File: config.mk
export PLATFORM = sky130hd
export DESIGN_NAME = simon_sequencer
export DESIGN_NICKNAME = d
export VERILOG_FILES = /design/src/rtl/simon_pkg.sv /design/src/rtl/simon_lfsr16.sv /design/src/rtl/simon_sequencer.sv
export SDC_FILE = /design/constraint.sdc
export NUM_CORES = 1
export LEC_CHECK = 0
export ABC_AREA = 1
export BUFFER_PORTS_ARGS = -buffer_cell sky130_fd_sc_hd__buf_2
export CAP_MARGIN = 20
export CORE_AREA = 3 3 96 98
export DETAILED_ROUTE_END_ITERATION = 7
export DIE_AREA = 0 0 99 101
export GPL_TIMING_DRIVEN = 0
export PLACE_DENSITY = 0.83
export SYNTH_ARGS = -nofsm -noshare
export SYNTH_HDL_FRONTEND = slang
export SYNTH_SLANG_ARGS = --single-unit
File: constraint.sdc
create_clock -name clk -period 3.7 [get_ports clk]
set_input_delay 0 -clock clk [delete_from_list [all_inputs] [get_ports clk]]
set_output_delay 0 -clock clk [all_outputs]
set_load 0.005 [all_outputs]
File: src/rtl/simon_pkg.sv
// ============================================================================
//  Module      : simon_pkg
//  Description : Shared state encoding, colour codes and LFSR taps for the
//                Simon memory-game sequencer.
//  Revision    : 1.0 - initial release
// ============================================================================
`default_nettype none

package simon_pkg;

    typedef enum logic [2:0] {
        IDLE = 3'd0,
        ADD  = 3'd1,
        SHOW = 3'd2,
        GAP  = 3'd3,
        WAIT = 3'd4,
        WIN  = 3'd5,
        LOSE = 3'd6
    } state_t;

    localparam logic [1:0] COL_RED    = 2'b00;
    localparam logic [1:0] COL_BLUE   = 2'b01;
    localparam logic [1:0] COL_YELLOW = 2'b10;
    localparam logic [1:0] COL_GREEN  = 2'b11;

    // Right-shift Galois mask for x^16 + x^14 + x^13 + x^11 + 1
    localparam logic [15:0] LFSR_TAPS = 16'hB400;

endpackage

`default_nettype wire

File: src/rtl/simon_lfsr16.sv
// ============================================================================
//  Module      : simon_lfsr16
//  Description : Free-running 16-bit Galois LFSR; a zero seed becomes 1.
//  Revision    : 1.0 - initial release
// ============================================================================
`default_nettype none

module simon_lfsr16
    import simon_pkg::*;
#(
    parameter logic [15:0] SEED = 16'hACE1
) (
    input  logic        clk,
    input  logic        rst,
    output logic [15:0] lfsr
);

    localparam logic [15:0] c_SEED_SAFE = (SEED == 16'h0000) ? 16'h0001 : SEED;

    logic [15:0] r_lfsr;

    always_ff @(posedge clk or posedge rst) begin
        if (rst) begin
            r_lfsr <= c_SEED_SAFE;
        end else begin
            r_lfsr <= (r_lfsr >> 1) ^ (r_lfsr[0] ? LFSR_TAPS : 16'h0000);
        end
    end

    assign lfsr = r_lfsr;

endmodule

`default_nettype wire

File: src/rtl/simon_sequencer.sv
// ============================================================================
//  Module      : simon_sequencer
//  Description : Simon game controller: grows, plays back and checks a colour
//                sequence. Optional WAIT timeout under SIMON_TIMEOUT_EN.
//  Revision    : 1.0 - initial release
// ============================================================================
`default_nettype none

module simon_sequencer
    import simon_pkg::*;
#(
    parameter int          MAX_LEN        = 16,
    parameter int          SHOW_CYCLES    = 12000000,
    parameter int          GAP_CYCLES     = 4000000,
    parameter int          TIMEOUT_CYCLES = 120000000,
    parameter logic [15:0] LFSR_SEED      = 16'hACE1
) (
    input  logic                           clk,
    input  logic                           rst,
    input  logic                           start,
    input  logic                           btn_valid,
    input  logic [1:0]                     btn_colour,
    output logic                           led_on,
    output logic [1:0]                     led_colour,
    output logic                           awaiting_input,
    output logic [$clog2(MAX_LEN+1)-1:0]   level,
    output logic                           win,
    output logic                           lose
);

    localparam int c_LW      = $clog2(MAX_LEN + 1);
    localparam int c_IW      = $clog2(MAX_LEN);
    localparam int c_TMAX_SG = (SHOW_CYCLES > GAP_CYCLES) ? SHOW_CYCLES : GAP_CYCLES;
    localparam int c_TMAX    = (TIMEOUT_CYCLES > c_TMAX_SG) ? TIMEOUT_CYCLES : c_TMAX_SG;
    localparam int c_TW      = (c_TMAX > 1) ? $clog2(c_TMAX) : 1;

    localparam logic [c_TW-1:0] c_SHOW_LOAD = c_TW'(SHOW_CYCLES - 1);
    localparam logic [c_TW-1:0] c_GAP_LOAD  = c_TW'(GAP_CYCLES - 1);
`ifdef SIMON_TIMEOUT_EN
    localparam logic [c_TW-1:0] c_TO_LOAD   = c_TW'(TIMEOUT_CYCLES - 1);
`endif

    state_t            r_state;
    state_t            w_state_nxt;
    logic [c_TW-1:0]   r_timer;
    logic [c_TW-1:0]   w_timer_load;
    logic [c_LW-1:0]   r_level;
    logic [c_IW-1:0]   r_idx;
    logic [1:0]        r_seq [MAX_LEN];
    logic [15:0]       w_lfsr;
    logic              w_unused_lfsr;
    logic              w_hit;
    logic              w_last;
    logic              w_enter;

    simon_lfsr16 #(
        .SEED (LFSR_SEED)
    ) u_lfsr (
        .clk  (clk),
        .rst  (rst),
        .lfsr (w_lfsr)
    );

    assign w_unused_lfsr = ^w_lfsr[15:2];
    assign w_hit         = btn_valid && (btn_colour == r_seq[r_idx]);
    assign w_last        = (c_LW'(r_idx) + c_LW'(1)) == r_level;
    assign w_enter       = (w_state_nxt != r_state);

    always_ff @(posedge clk or posedge rst) begin
        if (rst) begin
            r_state <= IDLE;
        end else begin
            r_state <= w_state_nxt;
        end
    end

    always_comb begin
        w_state_nxt  = r_state;
        w_timer_load = '0;
        case (r_state)
            IDLE, WIN, LOSE: if (start) w_state_nxt = ADD;
            ADD:             w_state_nxt = SHOW;
            SHOW:            if (r_timer == '0) w_state_nxt = GAP;
            GAP:             if (r_timer == '0) w_state_nxt = w_last ? WAIT : SHOW;
            WAIT: begin
                // A press always wins over an expiring timer
                if (btn_valid) begin
                    if (!w_hit) begin
                        w_state_nxt = LOSE;
                    end else if (w_last) begin
                        w_state_nxt = (r_level == c_LW'(MAX_LEN)) ? WIN : ADD;
                    end
                end
`ifdef SIMON_TIMEOUT_EN
                else if (r_timer == '0) begin
                    w_state_nxt = LOSE;
                end
`endif
            end
            default:         w_state_nxt = IDLE;
        endcase

        case (w_state_nxt)
            SHOW:    w_timer_load = c_SHOW_LOAD;
            GAP:     w_timer_load = c_GAP_LOAD;
`ifdef SIMON_TIMEOUT_EN
            WAIT:    w_timer_load = c_TO_LOAD;
`endif
            default: w_timer_load = '0;
        endcase
    end

    always_ff @(posedge clk or posedge rst) begin
        if (rst) begin
            r_timer <= '0;
            r_level <= '0;
            r_idx   <= '0;
            for (int i = 0; i < MAX_LEN; i++) begin
                r_seq[i] <= COL_RED;
            end
        end else begin
            if (w_enter) begin
                r_timer <= w_timer_load;
            end
`ifdef SIMON_TIMEOUT_EN
            else if (r_state == WAIT && w_hit) begin
                r_timer <= c_TO_LOAD;
            end
`endif
            else if (r_timer != '0) begin
                r_timer <= r_timer - 1'b1;
            end

            case (r_state)
                IDLE, WIN, LOSE: begin
                    if (start) r_level <= '0;
                end
                ADD: begin
                    r_seq[r_level[c_IW-1:0]] <= w_lfsr[1:0];
                    r_level                  <= r_level + 1'b1;
                    r_idx                    <= '0;
                end
                GAP: begin
                    if (r_timer == '0) r_idx <= w_last ? '0 : r_idx + 1'b1;
                end
                WAIT: begin
                    if (w_hit && !w_last) r_idx <= r_idx + 1'b1;
                end
                default: ;
            endcase
        end
    end

    assign led_on         = (r_state == SHOW);
    assign led_colour     = led_on ? r_seq[r_idx] : COL_RED;
    assign awaiting_input = (r_state == WAIT);
    assign level          = r_level;
    assign win            = (r_state == WIN);
    assign lose           = (r_state == LOSE);

endmodule

`default_nettype wire

* After elaboration in Yosys (flattened, before gate mapping) *
Index checks and enable logic that the tools add are counted.

cells by class
  add/sub/neg operators = 4
  $lt $le $gt $ge = 3
  eq/ne operators = 15
  multiplexer cells = 26
  bitwise operators = 3
  reductions and logical operators = 13

operators by type and width
  cell                   count
  $mux 27                2
  $pmux 24 s2            1
  $bwmux 32              1
  $logic_not 27->1       1
  $reduce_bool 27->1     1
  $sub 27x1->27 const B  1
  $mux 3                 8
  $mux 16                1
  $xor 15x16->16         1
  $pmux 3 s5             1
  $eq 3x2->1 const B     4
  $mux 4                 3
  $pmux 4 s3             1
  $ge 5x5->1 const B     2
  $not 4->5              2
  $pmux 5 s2             1
  $eq 3x3->1 const B     3
  $bmux 2 s4             1
  $demux 2 s4            1
  $mux 2                 4
  $add 4x1->5 const B    1
  $add 5x1->5 const B    1
  $eq 5x5->1             1
  $eq 5x5->1 const B     1
  other kinds (16)       20

storage, ports and cells
  register bits after elaboration = 87
  input bits = 6

* Logic depth before layout (Yosys ltp) *
Gate-level depths: netlist of run 1.

  depth after elaboration = 12
  depth in mapped cells = 20
  gate-level depth less buffers = 20

* Modules after synthesis *
From an unflattened synthesis of run 1, not the netlist that was laid out.

second synthesis, totals
  cells, all modules = 620
  area, all modules = 4,942.2 um^2

by module, submodules not included
  module           instances  cells each  area each (um^2)
  simon_sequencer  1          590         4,479.3
  simon_lfsr16     1          30          462.9

* Worst setup path after synthesis of run 1 *
Ideal clock, no wire load.

  path kind = flip-flop to flip-flop
  start point = reg r_timer[0]
  end point = reg r_timer[11]
  library setup time = 120 ps
  data arrival time = 2,227 ps
  required time = 3,580 ps
  path slack = 1,353 ps
  stages on the path, launching flop included = 18
  clock period less this slack = 2,347 ps
  path through = dfrtp_1 > inv_1 > ha_1 > nand2_2 > nor2_4 > nand3b_4 > nor2_4 > nand3_4 > nand2_2 > and2_4 > nand3_4 > nand2_2 > nand2_4 > inv_4 > nand3_4 > nor2_8 > buf_12 > a21oi_2

on the way
  longest elaborated chain between the ends = 6
  elaborated cells between the ends (all ways) = 13
  those cells by class = add/sub (1); eq/ne (3); mux (6); reduce/logical (3)

ends and longest elaborated chain
  item                       RTL line                                      text
  from (decl)                simon_sequencer.sv:45                         logic [c_TW-1:0] r_timer;
  from (signal assigned)     simon_sequencer.sv:123                        r_timer <= w_timer_load;
  from (signal assigned)     simon_sequencer.sv:131                        r_timer <= r_timer - 1'b1;
  $logic_not 27->1 (*)       simon_sequencer.sv:83, simon_sequencer.sv:84
  $mux 3 (on tied branches)  simon_sequencer.sv:84, simon_sequencer.sv:83
  $pmux 3 s5 (*)             simon_sequencer.sv:80                         case (r_state)
  via w_state_nxt[0]         simon_sequencer.sv:44                         state_t w_state_nxt;
  $eq 3x2->1                 simon_sequencer.sv:103                        case (w_state_nxt)
  $pmux 24 s2                simon_sequencer.sv:103
  $mux 27                    simon_sequencer.sv:122                        if (w_enter) begin

Mark *: on every way through the listed nets, which the timed path passes. The rest lies on a longest branch. The select of a mux whose other input is x is not followed.
A chain may end at the register's enable or synchronous reset.

* Worst setup path in the final report of run 1 *
  start point = reg r_timer[0]
  end point = reg r_timer[3]

The elaborated chain is that of the path after synthesis.

==> metrics list, run 1 <==
- Pin placement for this block handled 17 I/O pins.
- Maximum buffer depth of the clock tree: 2
* Clock Tree Root: clkbuf_8
- Wire length of the first global-routing pass: 17600 um
- Initial Utilization: 57.14%
* Cell area after layout: 5299 um2
- Using the TritonRoute via totals, the vias-per-cell ratio works out to 5.428.
- WHS: 0.03196 ns
- Summed negative setup slack over all endpoints: 0 ns
- Detailed placement ended at an HPWL of 7386 um.
* Hold crit path type: input pin to flip-flop
- Die Ht: 101 um
- Max-slew headroom at the worst pin: 43.16%
- After synthesis the cells add up to 4886 um2.
- Once the clock tree was built, the resizer swapped 0 gates to a different size.
- Overall via count from detail_route: 3903
- The worst setup path is of the flip-flop to flip-flop kind.
* Final clock skew: 0.01361 ns
* Peak fanout along the critical path: 10
- Setup violations remaining at the end of the flow were counted as 0.
* CP required: 3.94 ns
- Global routing finished with a remaining overflow of 0.
- The setup check on the worst reg-to-reg path leaves a slack of 1.05 ns.
- Num rows: 34
- Worst Tran Pin Value: 0.8460 ns
* Via count of the first global-routing pass: 3915
* Power spent charging and discharging nets: 0.3415 mW
* Number of buffers added on ports: 16
- Critical Path End Type: flip-flop
* Number of buffers added by the clock tree synthesis step: 9
- The worst path needs 2.647 ns of the cycle, external delays included.
* Clock latency of the later-clocked register in the worst-skew pair: 0.35 ns
- In the routed design, unresolved DRC markers number 0.
* Max cap viols: 0
- In this run, flip-flops and latches consume 61.6% of the power.
- The repair_antennas step left the layout with diodes totalling 0.
* Netlist cell types: 46
- Worst setup SP type: flip-flop
- The largest single stage delay on the critical path is 0.38 ns.
* Design internal power: 1.201 mW
* Combinational cell fraction of total power: 1.9%
- Setup repair after global routing left no endpoint under its margin.
- Area growth syn-to-layout: 8.451%
* Clock edge transition at the registers on the reported setup and hold paths: 0.09 ns
- Hold-critical path depth: 5
- Of the available clock period, the critical path in the final layout requires 71.54%.
* Worst Path Arrival: 2.89 ns
- H-Tree Depth: 3
* Routability cong.: 0.9284
- Horizontal extent of the die: 99 um
- Final nets: 618
- Final routed wire length divided by cell count: 14.20 um
- The number of cells on the worst reg-to-reg path is 17.
- In this run the critical register-to-register path is launched from r_timer[0].
- Core Area: 8551 um2
* Count of nets left with antenna violations after detail routing: 0
- In this run, the number of DRC markers left after iteration 0 of detailed routing was 255.
* Timing-limited maximum frequency: 0.3778 GHz
- The floorplan step defined a die boundary enclosing 9999 um2.
- Critical register-to-register path endpoint: r_timer[3]
* Worst-path cell with the longest stage delay: dfrtp_1
- Global routing consumed, over all layers together, 21.66% of the routing resources.
* Syn avg cell area: 8.483 um2
- Worst-case vdd ir drop: 0.1814 mV
* Number of cells produced by synthesis: 576
* Syn_nets: 588
- Synthesized flop and latch total: 87
* Sequential share of the synthesized area: 44.76%
* Largest net degree at the start of global routing: 64
* Share of total power consumed by net switching: 22.13%
- In this run the most critical hold path is launched from btn_valid.
- The flow ran to the end, and the final reports show no timing, DRC or antenna violations.
- In this run the static leakage power is 2.488 nW.
- Share of layout cells above drive strength 1: 20.29%
* Ratio of total power to cell area: 291.2 nW/um2
- Number of detailed-route iterations in the first pass: 6
* Total placed instance area: 5131 um2
* TritonCTS clock tree: done
- Clock network power share: 36.5%
- Sink of the worst hold path: r_state[1]
* Antenna violations before repair: 0
* Count of clock tree sinks: 87
* Total routed wirelength: 10210 um
- Chain of cells forming the critical path: inv_1 > ha_1 > nand2_2 > nor2_4 > nand3b_4 > nor2_4 > nand3_4 > nand2_2 > and2_4 > nand3_4 > nand2_2 > nand2_4 > inv_4 > nand3_4 > nor2_8 > buf_12 > a21oi_2
- Number of failing hold endpoints at the final stage: 0
- Slew Viols, Final: 0
- Ys Warns: 0
==> logic make-up after synthesis <==
| family | count (synthesis) | synth area share (%) |
|---|---|---|
| AOI/OAI and AO/OA | 69 | 8.758 |
| xor gates and xnor gates | 31 | 5.557 |
| adders and majority gates | 6 | 1.536 |
| buffers and inverters | 84 | 8.092 |
| DFF | 87 | 44.76 |
| and+or+nand+nor | 299 | 31.29 |
==> flip-flops by register name, summed over array words and instances (netlist names) <==
signal       cells
r_idx            4
r_state          3
r_timer         27
r_seq           32
level            5
u_lfsr.lfsr     16
==> area by class of cell <==
cell class / instances / area (um2)
clock inverters: 2 / 10.01
well taps: 108 / 135.1
plain buffers: 15 / 133.9
fillers: 718 / 3252
multi-input cells: 405 / 2303
repair buffers: 19 / 122.6
inverters: 69 / 264.0
flip-flops and latches: 87 / 2187
clock buffers: 14 / 142.6
==> synthesized netlist by cell type, drive strengths merged <==
master  count  area share [%]
and3        1            0.13
dfstp       8             4.3
a211oi      1            0.26
ha          6             1.5
inv        68             5.3
xor2       21             3.8
nor4        4            0.51
nand3b      2            0.56
a21oi      21             3.3
nand2     149              12
nand4       7             1.2
a211o       1            0.18
clkbuf      3            0.23
nor2       58             5.8
clkinv      1           0.077
or2         2            0.26
o22ai       1            0.13
nor3       14             1.8
and2        1            0.18
o211ai      1            0.15
dfrtp      79              40
xnor2      10             1.8
nor3b       1            0.26
buf        12             2.5
o21ai      41             4.2
nand3      60             8.2
a22o        3            0.54
==> metal layers <==
| layer | track usage (%) | up-vias | share of wire, % |
|---|---|---|---|
| met3 | 3.322 | 17 | 4.4 |
| met2 | 36.21 | 112 | 49 |
| li1 | - | 1907 | - |
| met1 | 28.41 | 1867 | 45 |
| met4 | 8.508 | 0 | 1.5 |
| met5 | 0 | - | 0 |
==> critical path, delay by kind of cell (launching register included) <==
family | cells | cell delay (ns)
buf+inv | 3 | 0.33
fa+ha+maj | 1 | 0.23
compound gates | 1 | 0.04
simple gates | 12 | 1.54
flops | 1 | 0.38
==> timing repair <==
action | in CTS | in global routing
hold endpoints to repair | 24 | 0
hold buffers | 1 | 0
buffers inserted | 0 | 0
==> per-stage QoR <==
stage               std cells  power [mW]  setup slack [ns]  util (%)
finish                    719       1.543             1.053     61.97
global route              719       1.601            0.8298     61.97
CTS                       718       1.554             1.031     61.91
detailed placement        701      0.9985             1.056     60.01
global placement          700      0.9933            0.5301     59.66
floorplan                 576      0.9851             1.353         -
==> how the worst max path moves through the flow <==
stage | start | to | slack, ns | cells past startpoint
floorplan | r_timer[0] | r_timer[11] | 1.35 | 17
global placement | rst | level[2] | 0.53 | 2
detailed placement | r_timer[0] | r_timer[3] | 1.06 | 16
CTS | r_timer[0] | r_timer[3] | 1.03 | 16
global route | r_timer[0] | r_timer[3] | 0.83 | 16
finish | r_timer[0] | r_timer[3] | 1.05 | 17
==> cells in the final DEF (no fill, tap or decap), types with 4 or more instances in the layout <==
master      n
nor2_1     46
buf_2      19
inv_2       8
clkbuf_8    9
ha_1        6
nand3_1    44
dfrtp_1    79
xnor2_1    10
inv_1      58
dfstp_2     8
xor2_1     21
a21oi_1     6
nor2_2      8
nand4_1     5
nand3_2    13
nor3_1     10
nand2_2     8
o21ai_0    39
a21oi_2    15
buf_4       4
nor3_2      4
nor4_1      4
clkbuf_1    8
nand2_1   138
==> power by group through the flow <==
stage               Clock, mW  Sequential, mW  Combinational [mW]
floorplan                   0           0.969              0.0161
global placement            0           0.969              0.0243
detailed placement          0           0.969              0.0296
CTS                     0.573           0.950              0.0303
global route            0.617           0.950              0.0336
finish                  0.564           0.950              0.0288
No activity file was read; power rests on OpenSTA's default activity.
==> run 2, diff against run 1 <==
--- a/config.mk
+++ b/config.mk
@@ -8,9 +8,9 @@
 export ABC_AREA = 1
 export BUFFER_PORTS_ARGS = -buffer_cell sky130_fd_sc_hd__buf_2
 export CAP_MARGIN = 20
-export CORE_AREA = 3 3 96 98
+export CORE_AREA = 3 3 98 100
 export DETAILED_ROUTE_END_ITERATION = 7
-export DIE_AREA = 0 0 99 101
+export DIE_AREA = 0 0 101 103
 export GPL_TIMING_DRIVEN = 0
 export PLACE_DENSITY = 0.83
 export SYNTH_ARGS = -nofsm -noshare
==> constraint.sdc (replaced) <==
create_clock -name clk -period 2.4 [get_ports clk]
set_input_delay 0 -clock clk [delete_from_list [all_inputs] [get_ports clk]]
set_output_delay 0 -clock clk [all_outputs]
set_load 0.005 [all_outputs]
==> run 2 against run 1 <==
  * The flow now finishes with violations (negative setup slack)
  * Die area up 4.0%
  * Largest power group unchanged
  * First-iteration DRC count up 24%
  * Combinational power up 61%
  * Sequential share of layout area down 3.8 points
  * Final cell count up 2.5%
  * Largest cell class unchanged
  * Flip-flop and latch count unchanged
  * Register-to-register slack worse by 1.2 ns
  * Cell area up 10%
  * Non-clock buffer count up 18
==> metrics list, run 2 (synthesis results as in run 1) <==
* Num rows: 34
- H-Tree Depth: 3
* Most heavily used metal layer in global routing: met2
- CTS placed an instance of clkbuf_8 at the clock tree root.
- From synthesis to final layout, the design area changed by 19.49%.
- Setup repair after global routing missed its margin: true
- Buffers placed on the I/O ports in this run total 16.
- The total overflow left after global routing is 0.
- Routability-driven placement finished with a final weighted congestion of 0.9606.
- Worst-case vdd ir drop: 0.2787 mV
- Wire length of the first global-routing pass: 18710 um
- Max-slew headroom at the worst pin: 38.53%
- The routed design has 11760 um of wire.
* Final nets: 637
* Top reg by flops: r_seq
* Final worst path period need: 2.530 ns
- Final HPWL from detailed placement: 7541 um
- STA puts the critical path data required time at 2.64 ns.
- Overall via count from detail_route: 4180
- The worst hold path belongs to the class input pin to flip-flop.
* DRC violation count after routing: 0
* Antenna violations before repair: 0
- The library cell used most frequently in the layout, excluding fill and tap cells, is nand2_1.
- Peak fanout along the critical path: 5
- Total Die Area: 10400 um2
- Count of nets left with antenna violations after detail routing: 0
- Data on the critical path arrives at its endpoint at 2.77 ns.
- Clock latency of the later-clocked register in the worst-skew pair: 0.37 ns
- TritonCTS clock tree: done
- The library cells used most frequently in the layout, excluding fill and tap cells, are nand2_1, dfrtp_1, inv_1, nor2_1, o21ai_0.
- Dividing total power by cell area gives a power density of 459.7 nW/um2.
* Critical Path End Type: flip-flop
* Maximum buffer depth of the clock tree: 2
* Via count of the first global-routing pass: 3920
- Global routing consumed, over all layers together, 22.89% of the routing resources.
- The number of hold violations in the final report was 0.
* Initial Utilization: 55.75%
* Cell area after layout: 5838 um2
* Worst setup SP type: flip-flop
- Once placement completed, the tool counted placed cells totaling 701.
- The number of max-slew violations in the final report was 0.
- Static timing analysis puts the maximum clock frequency at 0.3953 GHz.
- The final reports fail on negative setup slack.
* Status: finished, violations left
- Leaving out filler cells and counting taps, the final layout contains 737.
* Flip-flop count of the largest register after layout: 32
- The core region is 8763 um2.
- From left edge to right edge, the die measures 101 um.
* Area taken by multi-input logic gates: 2537 um2
* Routing usage on met1: 31.34%
- Max cap viols: 0
* Combined flip-flop and latch cell area: 2188 um2
- For the pin with the worst max-slew slack, the measured transition is 0.9144 ns.
* Clock edge transition at the registers on the reported setup and hold paths: 0.10 ns
* Leak: 2.692 nW
* Ant. Diodes: 0
- Across the routed clock network, the largest skew measured is 0.01893 ns.
* Final Core Density: 66.62%
* I/O pin count: 17
- Setup CP Type: flip-flop to flip-flop
- Count of clock tree sinks: 87
- Once routing completed, OpenROAD measured the worst setup slack at -0.1297 ns.
- After detailed routing, the number of vias per cell comes to 5.672.
- Number of detailed-route iterations in the first pass: 5
* Final period utilization: 105.4%
* Number of buffers added by the clock tree synthesis step: 9
- Summed negative setup slack over all endpoints: -1.867 ns
- Met3 capacity usage during global routing: 3.518%
- After the first detailed-routing iteration, the DRC count stood at 316.
* Share of layout cells above drive strength 1: 28.14%
* Largest net degree at the start of global routing: 68
- Die Ht: 103 um
- Total placed instance area: 5131 um2
- Global routing met2 resource utilization: 36.81%
* Final Setup Violations: 23
* Final routed wire length divided by cell count: 15.96 um
* Number of fill cells in the layout: 633
==> run 2: changes by cell type in the layout (fill, tap and decap cells not counted), sizes merged <==
| cell | change |
|---|---|
| bufinv | +2 |
| clkbuf | -2 |
| inv | +1 |
| buf | +17 |
| clkinv | -1 |
| nor2 | +1 |
==> run 2: path summary, 6_finish.rpt <==
| kind | to | slack [ns] | startpoint | cells past startpoint |
|---|---|---|---|---|
| worst max-delay path | r_timer[3] | -0.13 | r_timer[0] | 16 |
| max in group asynchronous | u_lfsr.lfsr[0] | 1.62 | rst | 4 |
| worst min-delay path | level[3] | 0.05 | start | 4 |
| worst min register to register | u_lfsr.lfsr[7] | 0.36 | u_lfsr.lfsr[8] | 0 |
| min in group asynchronous | r_timer[9] | 0.13 | rst | 3 |
| worst max register to register | r_timer[3] | -0.13 | r_timer[0] | 16 |
==> run 2: layout make-up <==
class	count	area share, %
plain buffers	15	2.529
clock buffers	11	2.593
flip-flops and latches	87	37.48
well taps	108	2.315
repair buffers	37	5.679
multi-input cells	406	43.46
inverters	69	4.608
clock inverters	4	1.329
==> run 2: critical path, stage by stage (launching register included) <==
cell and delay (ns):
dfrtp_1 0.40, inv_2 0.11, ha_4 0.17, inv_1 0.08, nor2_4 0.12, nand3_1 0.11, nor2_2 0.16, nand2_1 0.13
nor2_4 0.16, nand4_4 0.12, nand4_2 0.15, nand2_4 0.09, inv_4 0.07, nand3_4 0.14, nor2_8 0.19, clkbuf_16 0.18
a21oi_2 0.03
==> run 2: metal layers <==
layer | part of all wire [%] | routed length [um]
met4 | 1.9 | 227
met3 | 6.5 | 761
met2 | 49 | 5717
met5 | 0 | 0
met1 | 43 | 5055
==> run 2: through the flow <==
stage / power, mW / worst slack, ns / hold slack [ns]
after floorplan: 1.519 / 0.05266 / 0.2014
after global placement: 1.531 / -0.7896 / 0.3380
after detailed placement: 1.539 / -0.2517 / -0.01876
after CTS: 2.696 / -0.1167 / 0.02570
after global routing: 2.758 / -0.2959 / 0.07155
final: 2.684 / -0.1297 / 0.04787
==> run 2: power breakdown <==
| part | internal [mW] | total (mW) | switching, mW |
|---|---|---|---|
| Sequential | 1.47 | 1.47 | 0 |
| Clock | 0.643 | 1.17 | 0.529 |
| Combinational | 0.0111 | 0.0465 | 0.0354 |
==> run 2: repair_timing <==
item                                   CTS  global route
buffers inserted                        10             6
hold buffers                             1             0
setup endpoints to repair               30            34
endpoints found under the hold margin   79             0
cloned                                   1             3
pin swaps                                8            12
resized for setup                       26            30
==> run 3, diff against run 2 <==
--- a/config.mk
+++ b/config.mk
@@ -8,9 +8,9 @@
 export ABC_AREA = 1
 export BUFFER_PORTS_ARGS = -buffer_cell sky130_fd_sc_hd__buf_2
 export CAP_MARGIN = 20
-export CORE_AREA = 3 3 98 100
+export CORE_AREA = 3 3 96 98
 export DETAILED_ROUTE_END_ITERATION = 7
-export DIE_AREA = 0 0 101 103
+export DIE_AREA = 0 0 99 101
 export GPL_TIMING_DRIVEN = 0
 export PLACE_DENSITY = 0.83
 export SYNTH_ARGS = -nofsm -noshare
==> constraint.sdc (replaced) <==
create_clock -name clk -period 2.6 [get_ports clk]
set_input_delay 0 -clock clk [delete_from_list [all_inputs] [get_ports clk]]
set_output_delay 0 -clock clk [all_outputs]
set_load 0.005 [all_outputs]
==> run 3 against run 2 <==
  * The flow still finishes with violations (negative setup slack)
  * Non-clock buffer count decreased by 4
  * Fmax decreased by 3.8%
  * Die area decreased by 3.9%
  * Critical path type unchanged
  * Critical endpoint is now r_timer[25]
  * Highest routed layer unchanged
==> metrics list, run 3 (synthesis results as in run 1) <==
- Timing-limited maximum frequency: 0.3803 GHz
* Combinational cell fraction of total power: 1.9%
- Max cap viols: 0
- After legalization and detailed placement, the total HPWL measured 7386 um.
- Total placed instance area: 5131 um2
- Once the floorplan was initialized, standard cells occupied 57.14% of the core.
- Dividing the detail-routed wire length by the instance count gives 15.47 um.
* CP required: 2.88 ns
- Failing checks: negative setup slack
* Register share of total power: 61.6%
* Num rows: 34
- The number of global-route vias before repair came to 3948.
* Slew Viols, Final: 0
* Count of clock tree sinks: 87
- Entering global routing, the biggest net connects 64 pins.
- Global routing finished with a remaining overflow of 0.
- Peak fanout along the critical path: 7
- Counting tap cells, the placed design contains a total of 701 instances.
- After detailed routing, the number of remaining DRC violations is 0.
- Max-slew headroom at the worst pin: 65.01%
* Number of failing hold endpoints at the final stage: 0
- Counting the fill cells in the layout gives 650.
* Final clock skew: 0.01192 ns
- Routability-driven placement finished with a final weighted congestion of 0.9284.
- Leaving out fill and tap cells, the most frequent cells in the layout are nand2_1, dfrtp_1, inv_1, nor2_1, nand3_1.
- The smallest clock period supported by the final layout is computed as 2.630 ns.
- Share of total power consumed by net switching: 22.08%
- Final period utilization: 101.1%
* Worst setup SP type: flip-flop
- Clock Tree Root: clkbuf_8
* Leak: 2.638 nW
- Hold-critical path depth: 4
* Total Die Area: 9999 um2
- In the final layout, flip-flops and latches occupy 2188 um2.
- Top reg by flops: r_seq
- Total routed wirelength: 11350 um
* Number of buffers added by the clock tree synthesis step: 9
- From bottom edge to top edge, the die measures 101 um.
- Setup repair after global routing could not meet its margin everywhere.
- In this run the tool buffered the top-level ports with 16 buffer cells.
- Horizontal extent of the die: 99 um
* Worst Reg2Reg Path Length in Cells: 17
- In the post-route analysis, the smallest setup slack over all paths is -0.02985 ns.
* Clock network power share: 36.4%
- Ant. Diodes: 0
* Count of routing violations after the opening detailed-route iteration: 225
- The net count of the finished layout is 633.
- STA classifies the critical path endpoint as a flip-flop.
- Worst Tran Pin Value: 0.5229 ns
* I/O pin count: 17
* Place WS: -0.04450 ns
- Clock edge transition at the registers on the reported setup and hold paths: 0.08 ns
* Non-filler instance count after layout: 734
- Overall via count from detail_route: 4069
- Hold timing on the final database bottoms out at a slack of 0.08469 ns.
* Status: finished, violations left
- After layout, the design draws a total of 2.194 mW.
- Using the TritonRoute via totals, the vias-per-cell ratio works out to 5.544.
- Design internal power: 1.710 mW
* Cell area after layout: 5673 um2
* TritonCTS clock tree: done
* Commonest non-fill, non-tap cell in the layout: nand2_1
- Worst Path Arrival: 2.91 ns
- Worst-case vdd ir drop: 0.2580 mV
* Area growth syn-to-layout: 16.11%
- The core region is 8551 um2.
- Count of nets left with antenna violations after detail routing: 0
- Clock latency of the later-clocked register in the worst-skew pair: 0.35 ns
* Hold crit path type: input pin to flip-flop
- H-Tree Depth: 3
- The number of antenna violations at the first check in global routing came to 0.
- The clock passes through at most 2 buffers.
- Flip-flop count of the largest register after layout: 32
* Ratio of total power to cell area: 386.8 nW/um2
* Share of layout cells above drive strength 1: 25.40%
- Overall Global Routing Usage: 21.93%
- Summed over all nets, the switching power comes to 0.4845 mW.
* Area taken by multi-input logic gates: 2486 um2
- Final Setup Violations: 6
- The worst setup path is of the flip-flop to flip-flop kind.
- The pre-antenna-repair detailed-routing pass consisted of 4 iterations.
* Wire length of the first global-routing pass: 17780 um
## run 3: final cells by class
class	count	share of cell area [%]
well taps	108	2.382
plain buffers	15	2.691
flip-flops and latches	87	38.58
multi-input cells	406	43.82
inverters	69	4.698
clock inverters	2	0.1764
repair buffers	33	5.139
clock buffers	14	2.514
## run 3: routing by layer
layer | routed length (um) | part of all wire [%] | up-vias | track usage (%)
li1 | - | - | 1934 | -
met1 | 4905 | 43 | 1973 | 28.90
met2 | 5529 | 49 | 124 | 36.42
met3 | 509 | 4.5 | 38 | 3.391
met4 | 407 | 3.6 | 0 | 8.718
met5 | 0 | 0 | - | 0
## run 3: timing repair
action                                  in CTS  in global routing
hold buffers                                 1                  0
pin swaps                                    2                 20
buffers inserted                             4                  7
endpoints found under the setup margin      16                 32
gates cloned                                 0                  4
hold endpoints to repair                    24                  0
resized for setup                            1                 47
## run 3: critical path, stage by stage (launching register included)
cell       delay [ns]
dfrtp_2          0.47
ha_4             0.19
nand2_4          0.06
inv_2            0.04
nor2_4           0.11
nor2_1           0.05
nor2_1           0.10
nand2_1          0.09
nor2_4           0.13
nand2_4          0.11
nand3_2          0.11
and3_4           0.19
nand2_4          0.08
a21oi_4          0.20
nand3_4          0.16
buf_4            0.18
clkbuf_16        0.14
nor3_2           0.14
## run 3: per-stage QoR
step | util (%) | TNS, ns
after floorplan | - | 0
after global placement | 59.66 | -44.83
after detailed placement | 60.01 | -0.4523
after CTS | 62.29 | 0
after global routing | 66.34 | -3.369
final | 66.34 | -0.09707
## run 3: final timing paths
kind | startpoint | end | slack (ns)
max | r_idx[0] | r_timer[25] | -0.03
max in group asynchronous | rst | u_lfsr.lfsr[0] | 1.78
min reg2reg | u_lfsr.lfsr[8] | u_lfsr.lfsr[7] | 0.36
max reg2reg | r_idx[0] | r_timer[25] | -0.03
min in group asynchronous | rst | r_state[0] | 0.17
min | start | level[2] | 0.08
## run 3: power groups by stage
stage	sequential [mW]	combinational (mW)	clock [mW]
after floorplan	1.38	0.0229	0
after global placement	1.38	0.0346	0
after detailed placement	1.38	0.0421	0
after CTS	1.35	0.0431	0.816
after global routing	1.35	0.0492	0.875
final	1.35	0.0426	0.799
